--- src/rtl/fixed2_mac_seq_if.sv ---
// Operand feed, 8x2 MAC-cell drive and result handshake bundle for fixed2_mac_seq.
// The slave modport is the sequencer; the master modport is the surrounding datapath.
interface fixed2_mac_seq_if #(
  parameter int unsigned COL_WIDTH = 16
);
  logic                 in_valid;
  logic                 in_ready;
  logic [7:0]           in_act;
  logic [7:0]           in_wgt;
  logic                 in_s_act;
  logic                 in_s_wgt;
  logic [1:0]           in_prec;
  logic [7:0]           cell_in;
  logic [1:0]           cell_weight;
  logic                 cell_s_in;
  logic                 cell_s_weight;
  logic [COL_WIDTH-1:0] cell_psum_in;
  logic [COL_WIDTH-1:0] cell_psum_fwd;
  logic                 out_valid;
  logic                 out_ready;
  logic [COL_WIDTH-1:0] out_psum;
  logic                 busy;

  modport slave (
    input  in_valid, in_act, in_wgt, in_s_act, in_s_wgt, in_prec,
    input  cell_psum_fwd, out_ready,
    output in_ready, cell_in, cell_weight, cell_s_in, cell_s_weight, cell_psum_in,
    output out_valid, out_psum, busy
  );

  modport master (
    output in_valid, in_act, in_wgt, in_s_act, in_s_wgt, in_prec,
    output cell_psum_fwd, out_ready,
    input  in_ready, cell_in, cell_weight, cell_s_in, cell_s_weight, cell_psum_in,
    input  out_valid, out_psum, busy
  );
endinterface

--- src/rtl/fixed2_mac_seq.sv ---
// Sequences one 8-bit x 2/4/8-bit product through an external 8x2 MAC cell,
// feeding weight slices MSB-first and accumulating in Horner form.
module fixed2_mac_seq #(
  parameter int unsigned COL_WIDTH = 16
) (
  input  logic              clk,
  input  logic              rst_n,
  fixed2_mac_seq_if.slave   bus
);

  typedef enum logic [1:0] {
    IDLE = 2'd0,
    RUN  = 2'd1,
    DONE = 2'd2
  } state_t;

  state_t               state;
  logic [COL_WIDTH-1:0] acc;
  logic [1:0]           k;
  logic [1:0]           last_k;
  logic [7:0]           act_l;
  logic [7:0]           wgt_l;
  logic                 s_act_l;
  logic                 s_wgt_l;
  logic [1:0]           prec_top;
  logic                 running;
  logic [1:0]           slice;

  // Index of the most significant weight slice: n-1 for n = 1, 2, 4.
  always_comb begin
    prec_top = 2'd3;
    case (bus.in_prec)
      2'b00:   prec_top = 2'd0;
      2'b01:   prec_top = 2'd1;
      default: prec_top = 2'd3;
    endcase
  end

  assign running = (state == RUN);
  assign slice   = wgt_l[{k, 1'b0} +: 2];

  always_ff @(posedge clk) begin
    if (!rst_n) begin
      state   <= IDLE;
      acc     <= '0;
      k       <= 2'd0;
      last_k  <= 2'd0;
      act_l   <= 8'd0;
      wgt_l   <= 8'd0;
      s_act_l <= 1'b0;
      s_wgt_l <= 1'b0;
    end else begin
      case (state)
        IDLE: begin
          if (bus.in_valid) begin
            act_l   <= bus.in_act;
            wgt_l   <= bus.in_wgt;
            s_act_l <= bus.in_s_act;
            s_wgt_l <= bus.in_s_wgt;
            last_k  <= prec_top;
            k       <= prec_top;
            acc     <= '0;
            state   <= RUN;
          end
        end
        RUN: begin
          acc <= bus.cell_psum_fwd;
          if (k == 2'd0) begin
            state <= DONE;
          end else begin
            k <= k - 2'd1;
          end
        end
        DONE: begin
          // acc is held here and after the handshake until the next accept
          if (bus.out_ready) begin
            state <= IDLE;
          end
        end
        default: state <= IDLE;
      endcase
    end
  end

  assign bus.in_ready  = rst_n && (state == IDLE);
  assign bus.out_valid = (state == DONE);
  assign bus.busy      = (state != IDLE);
  assign bus.out_psum  = acc;

  // Cell drive is a decode of registered state; zero outside RUN.
  assign bus.cell_in       = running ? act_l : 8'd0;
  assign bus.cell_weight   = running ? slice : 2'd0;
  assign bus.cell_s_in     = running && s_act_l;
  assign bus.cell_s_weight = running && s_wgt_l && (k == last_k);
  assign bus.cell_psum_in  = running ? {acc[COL_WIDTH-3:0], 2'b00} : '0;

endmodule

--- src/flat_wrapper.sv ---
// flat-port wrapper written by rule: the top's interface ports become plain ports
module fixed2_mac_seq_flat 
#(
  parameter int unsigned COL_WIDTH = 16
)
  (clk, rst_n, bus_in_valid, bus_in_act, bus_in_wgt, bus_in_s_act, bus_in_s_wgt, bus_in_prec, bus_cell_psum_fwd, bus_out_ready, bus_in_ready, bus_cell_in, bus_cell_weight, bus_cell_s_in, bus_cell_s_weight, bus_cell_psum_in, bus_out_valid, bus_out_psum, bus_busy);
  fixed2_mac_seq_if #(.COL_WIDTH(COL_WIDTH)) bus_i ();
  input  logic clk;
  input  logic rst_n;
  input wire logic [$bits(bus_i.in_valid)-1:0] bus_in_valid;
  input wire logic [$bits(bus_i.in_act)-1:0] bus_in_act;
  input wire logic [$bits(bus_i.in_wgt)-1:0] bus_in_wgt;
  input wire logic [$bits(bus_i.in_s_act)-1:0] bus_in_s_act;
  input wire logic [$bits(bus_i.in_s_wgt)-1:0] bus_in_s_wgt;
  input wire logic [$bits(bus_i.in_prec)-1:0] bus_in_prec;
  input wire logic [$bits(bus_i.cell_psum_fwd)-1:0] bus_cell_psum_fwd;
  input wire logic [$bits(bus_i.out_ready)-1:0] bus_out_ready;
  output wire logic [$bits(bus_i.in_ready)-1:0] bus_in_ready;
  output wire logic [$bits(bus_i.cell_in)-1:0] bus_cell_in;
  output wire logic [$bits(bus_i.cell_weight)-1:0] bus_cell_weight;
  output wire logic [$bits(bus_i.cell_s_in)-1:0] bus_cell_s_in;
  output wire logic [$bits(bus_i.cell_s_weight)-1:0] bus_cell_s_weight;
  output wire logic [$bits(bus_i.cell_psum_in)-1:0] bus_cell_psum_in;
  output wire logic [$bits(bus_i.out_valid)-1:0] bus_out_valid;
  output wire logic [$bits(bus_i.out_psum)-1:0] bus_out_psum;
  output wire logic [$bits(bus_i.busy)-1:0] bus_busy;
  assign bus_i.in_valid = bus_in_valid;
  assign bus_i.in_act = bus_in_act;
  assign bus_i.in_wgt = bus_in_wgt;
  assign bus_i.in_s_act = bus_in_s_act;
  assign bus_i.in_s_wgt = bus_in_s_wgt;
  assign bus_i.in_prec = bus_in_prec;
  assign bus_i.cell_psum_fwd = bus_cell_psum_fwd;
  assign bus_i.out_ready = bus_out_ready;
  assign bus_in_ready = bus_i.in_ready;
  assign bus_cell_in = bus_i.cell_in;
  assign bus_cell_weight = bus_i.cell_weight;
  assign bus_cell_s_in = bus_i.cell_s_in;
  assign bus_cell_s_weight = bus_i.cell_s_weight;
  assign bus_cell_psum_in = bus_i.cell_psum_in;
  assign bus_out_valid = bus_i.out_valid;
  assign bus_out_psum = bus_i.out_psum;
  assign bus_busy = bus_i.busy;
  fixed2_mac_seq #(.COL_WIDTH(COL_WIDTH)) u_core (.clk(clk), .rst_n(rst_n), .bus(bus_i));
endmodule
--- config.mk ---
export PLATFORM = sky130hd
export DESIGN_NAME = fixed2_mac_seq_flat
export DESIGN_NICKNAME = d
export VERILOG_FILES = /design/src/rtl/fixed2_mac_seq_if.sv /design/src/rtl/fixed2_mac_seq.sv /design/src/flat_wrapper.sv
export SDC_FILE = /design/constraint.sdc
export NUM_CORES = 1
export LEC_CHECK = 0
export CAP_MARGIN = 20
export CELL_PAD_IN_SITES_DETAIL_PLACEMENT = 0
export CELL_PAD_IN_SITES_GLOBAL_PLACEMENT = 2
export CORE_MARGIN = 5
export CORE_UTILIZATION = 20
export CTS_CLUSTER_DIAMETER = 60
export DETAILED_ROUTE_END_ITERATION = 8
export GPL_ROUTABILITY_DRIVEN = 0
export PLACE_DENSITY = 0.74
export SLEW_MARGIN = 40
export SYNTH_ARGS = -nofsm -noshare
export SYNTH_HDL_FRONTEND = slang
export SYNTH_SLANG_ARGS = --single-unit
--- constraint.sdc ---
create_clock -name clk -period 1.5 [get_ports clk]
set_input_delay 0.3 -clock clk [delete_from_list [all_inputs] [get_ports clk]]
set_output_delay 0.3 -clock clk [all_outputs]
set_load 0.005 [all_outputs]
; ---- After elaboration in Yosys (flattened, before gate mapping)
; Index checks and enable logic that the tools add are counted.
[totals]
register_bits = 40
out_inout_bits = 47
elab_cells = 44
[op_classes]
add_sub_neg = 1
n_eq_ne = 8
shifts = 1
n_mux = 13
n_reduce_logical = 13
[op_table]
columns = operator, count
row1 = $mux 16, 2
row2 = $pmux 16 s2, 1
row3 = $mux 2, 6
row4 = $mux 8, 1
row5 = $ne 2x2->1 const B, 4
row6 = $pmux 2 s2, 2
row7 = $shiftx 8x4->2, 1
row8 = $logic_not 2->1, 3
row9 = $pmux 2 s3, 1
row10 = $reduce_and 3->1, 2
row11 = $eq 2x1->1 const B, 2
row12 = $logic_and 1x1->1, 4
row13 = $reduce_and 2->1, 2
row14 = $reduce_bool 2->1, 2
row15 = $eq 2x2->1, 1
row16 = $eq 2x2->1 const B, 1
row17 = $sub 2x1->2 const B, 1

; ---- Logic depth before layout (Yosys ltp)
[logic_depth]
depth_word = 4
depth_mapped = 6
ltp_nobuf = 5

; ---- Least setup slack after synthesis
; Ideal clock, no wire load.
[synth_timing]
kind = register -> register
start = register u_core.k[0]
end = register u_core.k[0]
t_arrival_ps = 1402
required_time_ps = 1413
slack_ps = 11
stages_incl_launch_ff = 6
path_cell_list = dfxtp_1 -> inv_1 -> ha_1 -> or4b_1 -> o22a_1 -> o31ai_1
[synth_via]
elab_chain_len = 3
word_cells_on_any_way = 6
classes_between = add/sub (1) / eq/ne (1) / mux (2) / reduce/logical (2)
[synth_rtl]
columns = item, line
row1 = start: declaration, fixed2_mac_seq.sv:19  ; logic [1:0] k;
row2 = start signal: assignment, fixed2_mac_seq.sv:61  ; k <= prec_top;
row3 = start signal: assignment, fixed2_mac_seq.sv:71  ; k <= k - 2'd1;
row4 = $sub 2x1->2 or $logic_not 2->1 (tied branches), "fixed2_mac_seq.sv:71, fixed2_mac_seq.sv:68"
row5 = $mux 2 or $ne 2x2->1 (tied branches), -
row6 = $pmux 2 s2 or $reduce_and 3->1 (tied branches), -
; Parallel ways exist; a longest one is shown, timed or not. The select of a mux whose other input is x is not followed.
; A chain may end at the register's enable or synchronous reset.

; ---- Worst setup path after layout
[layout_timing]
start = register u_core.k[0]
end = output bus_cell_weight[0]
[layout_via]
elab_chain_len = 2
[layout_rtl]
columns = item, line
row1 = $shiftx 8x4->2, fixed2_mac_seq.sv:40  ; assign slice = wgt_l[{k, 1'b0} +: 2];
row2 = $mux 2, fixed2_mac_seq.sv:92  ; assign bus.cell_weight = running ? slice : 2'd0;
row3 = end: declaration, flat_wrapper.sv:20  ; output wire logic [$bits(bus_i.cell_weight)-1:0] bus_cell_weight;
; No other way between the ends.

==> flow_summary.json <==
{
  "synthArstFlopShare_pct": 0,
  "port_buffers": 84,
  "min_period_ns": 1.70,
  "finalClockSkew_ns": 0.00961,
  "p_per_area_nw_per_um2": 820,
  "hold_class": "reg -> reg",
  "drv_slew": 0,
  "synthToLayoutAreaGrowth_pct": 95.7,
  "avgSynthCellArea_um2": 8.37,
  "synth_edf_count": 0,
  "rsz0062_at_grt": "yes",
  "slew_headroom_pct": 61.7,
  "via_per_inst": 4.11,
  "critPathSlowestCell": "mux4_2",
  "clkSlewWorstSetupHoldPaths_ns": 0.09,
  "fin_ws_ns": -0.205,
  "track_usage_pct": 10.5,
  "grt_pass1_wl_um": 9670,
  "start_kind": "flip-flop",
  "route.detailed.drc": 0,
  "violations": "setup timing",
  "rows": 35,
  "cellLeakagePower_nw": 1.49,
  "first_pass_iters": 4,
  "crit_path_max_fanout": 3,
  "numCtsBuffers": 5,
  "crit_path_max_incr_delay_ns": 0.49,
  "core-area_um2": 9240,
  "grt_max_degree": 41,
  "hpwl_um": 4120,
  "wl_per_cell_um": 13.3,
  "cp.required_ns": 1.20,
  "ys.flop_type": "dfxtp_1",
  "ctsRootBufferMaster": "clkbuf_8",
  "crit_type": "reg -> out",
  "internal_power_mw": 2.20,
  "dpl_cell_area_um2": 3000,
  "synth_top_area_share_pct": 42.2,
  "max_cap_viol_count": 0,
  "drtIter0Drc": 19,
  "start_util_pct": 20.6,
  "cts_hold_buf": 0,
  "drt-total-wl_um": 6270,
  "design_area_um2": 3720,
  "synth.most_common_cell": "nand2_1",
  "synth_cell_types": 33,
  "hold_violations": 0,
  "grt-ovfl-total": 0,
  "tns_ns": -3.84,
  "synth_common_cells": "nand2_1, dfxtp_1, a21oi_1, and2_1",
  "die_w_um": 107,
  "comb_power_share_pct": 30.9,
  "p_seq_share_pct": 39.7,
  "switching_power_uw": 850,
  "die_y_um": 107,
  "yosys_warnings": 0,
  "vias": 1934,
  "finalCritPeriodShare_pct": 114,
  "cp_cell_sequence": "mux4_2 -> and2_4 -> buf_6",
  "r2r_slack_ns": -0.11,
  "crit_arrival_ns": 1.40,
  "clk_latency_ns": 0.29,
  "antenna_found_initial": 0,
  "synthCells": 227,
  "peakVddDrop_mv": 0.436,
  "ant_nets": 0,
  "synth_area_leaders": "dfxtp_1, nand2_1, and2_1",
  "die_area_um2": 11500,
  "grt_pass1_vias": 1983,
  "tritoncts": "done",
  "critPathCaptureType": "output pin",
  "synth_seq_area_share_pct": 42.2,
  "sw_frac_of_total_pct": 27.9,
  "cts_buffer_depth": 2,
  "outcome": "finished, violations left",
  "clkPwrFrac_pct": 29.4,
  "synth_area_um2": 1900,
  "diodes": 0,
  "drive_gt1_share_pct": 52.6,
  "clock.fmax_mhz": 587,
  "worst_pin_slew_ns": 0.575,
  "io_pins": 87,
  "cts.sink_count": 40,
  "htree_levels": 2,
  "synth_top_cell_by_area": "dfxtp_1",
  "setup_violations": 53,
  "synth_seq_cells": 40,
  "fin_nets": 382
}
==> worst max-delay path, delay by kind of cell, from the launching register on <==
family / cells / cell delay [ns]
mux: 1 / 0.49
flops: 1 / 0.37
simple gates: 1 / 0.15
buf+inv: 1 / 0.11
==> path summary, 6_finish.rpt <==
| kind | startpoint | to | depth (start not counted) |
|---|---|---|---|
| worst max register to register | u_core.k[0] | u_core.k[0] | 7 |
| worst min-delay path | u_core.act_l[2] | u_core.act_l[2] | 2 |
| worst max-delay path | u_core.k[0] | bus_cell_weight[0] | 3 |
| worst min register to register | u_core.act_l[2] | u_core.act_l[2] | 2 |
==> sequential cells by signal, indices dropped and copies added, names as in the netlist <==
register,count
u_core.bus.out_psum,16
u_core.act_l,8
u_core.wgt_l,8
u_core.k,2
u_core.last_k,2
u_core.state,2
u_core.s_act_l,1
u_core.s_wgt_l,1
==> layout by cell type, fill, tap and decap left out, types with 2 or more instances in the layout <==
master / netlist / routed
clkdlybuf4s50_1: 0 / 52
a21oi_2: 10 / 17
dfxtp_1: 40 / 21
buf_4: 3 / 19
nand2_4: 0 / 5
and2_4: 0 / 25
nor2_2: 0 / 2
conb_1: 1 / 2
nand2_2: 0 / 4
clkbuf_16: 0 / 3
buf_8: 0 / 3
clkbuf_8: 0 / 5
nand2b_1: 3 / 2
nor2b_4: 0 / 2
buf_12: 1 / 6
nand2_1: 56 / 47
dfxtp_2: 0 / 13
inv_1: 4 / 3
nand3_4: 0 / 4
a21oi_1: 28 / 20
buf_6: 4 / 37
buf_2: 4 / 3
dlymetal6s2s_1: 0 / 3
nor2_1: 4 / 2
mux4_2: 2 / 2
dfxtp_4: 0 / 6
o21ai_0: 2 / 2
nand3_2: 10 / 12
==> final cells by class <==
class	instances	area [um^2]
clock buffer	5	68.8
sequential	40	840
multi-input combinational	164	1220
tap	129	161
inverter	4	15.0
fill	941	5520
clock inverter	3	42.5
timing repair buffer	126	1370
==> power groups by stage <==
stage	Combinational, mW	Clock, mW	Sequential [mW]
after global routing	1.02	0.981	1.22
after global placement	0.676	0	1.21
final	0.942	0.895	1.21
after CTS	0.824	0.943	1.20
after floorplan	0.326	0	1.21
after detailed placement	0.679	0	1.22
==> through the flow <==
stage | total power [mW] | setup WS, ns | utilization (%) | cells | hold slack (ns)
after global routing | 3.22 | -0.262 | 40.2 | 471 | 0.477
after floorplan | 1.53 | 0.0111 | - | 228 | 0.422
after CTS | 2.97 | -0.247 | 36.2 | 469 | 0.457
after detailed placement | 1.90 | -0.331 | 32.5 | 444 | 0.442
after global placement | 1.89 | -0.327 | 32.5 | 444 | 0.440
final | 3.05 | -0.205 | 40.2 | 471 | 0.459
==> what timing repair did <==
| item | 4_1_cts | 5_1_grt |
|---|---|---|
| resized for setup | 180 | 79 |
| cloned | 2 | 3 |
| pin swaps | 23 | 40 |
| endpoints found under the setup margin | 71 | 55 |
| setup buffers | 15 | 1 |
==> metal layers <==
metal / wire, um / GRT usage (%) / up-vias
li1: - / - / 967
met1: 2690 / 12.5 / 911
met2: 3210 / 18.5 / 51
met3: 315 / 2.94 / 5
met4: 50 / 2.43 / 0
met5: 0 / 0 / -
==> logic make-up after synthesis <==
| group | count (synthesis) | share of synthesized area (%) |
|---|---|---|
| AO/OA/AOI/OAI | 44 | 14.2 |
| XOR/XNOR | 2 | 0.922 |
| adder cells (fa/ha/maj) | 1 | 0.659 |
| buffers and inverters | 24 | 8.10 |
| flip-flops | 40 | 42.2 |
| multiplexers | 2 | 2.37 |
| other | 1 | 0.197 |
| AND/OR/NAND/NOR | 113 | 31.4 |
Note: power is estimated with default switching activity, not from simulation.
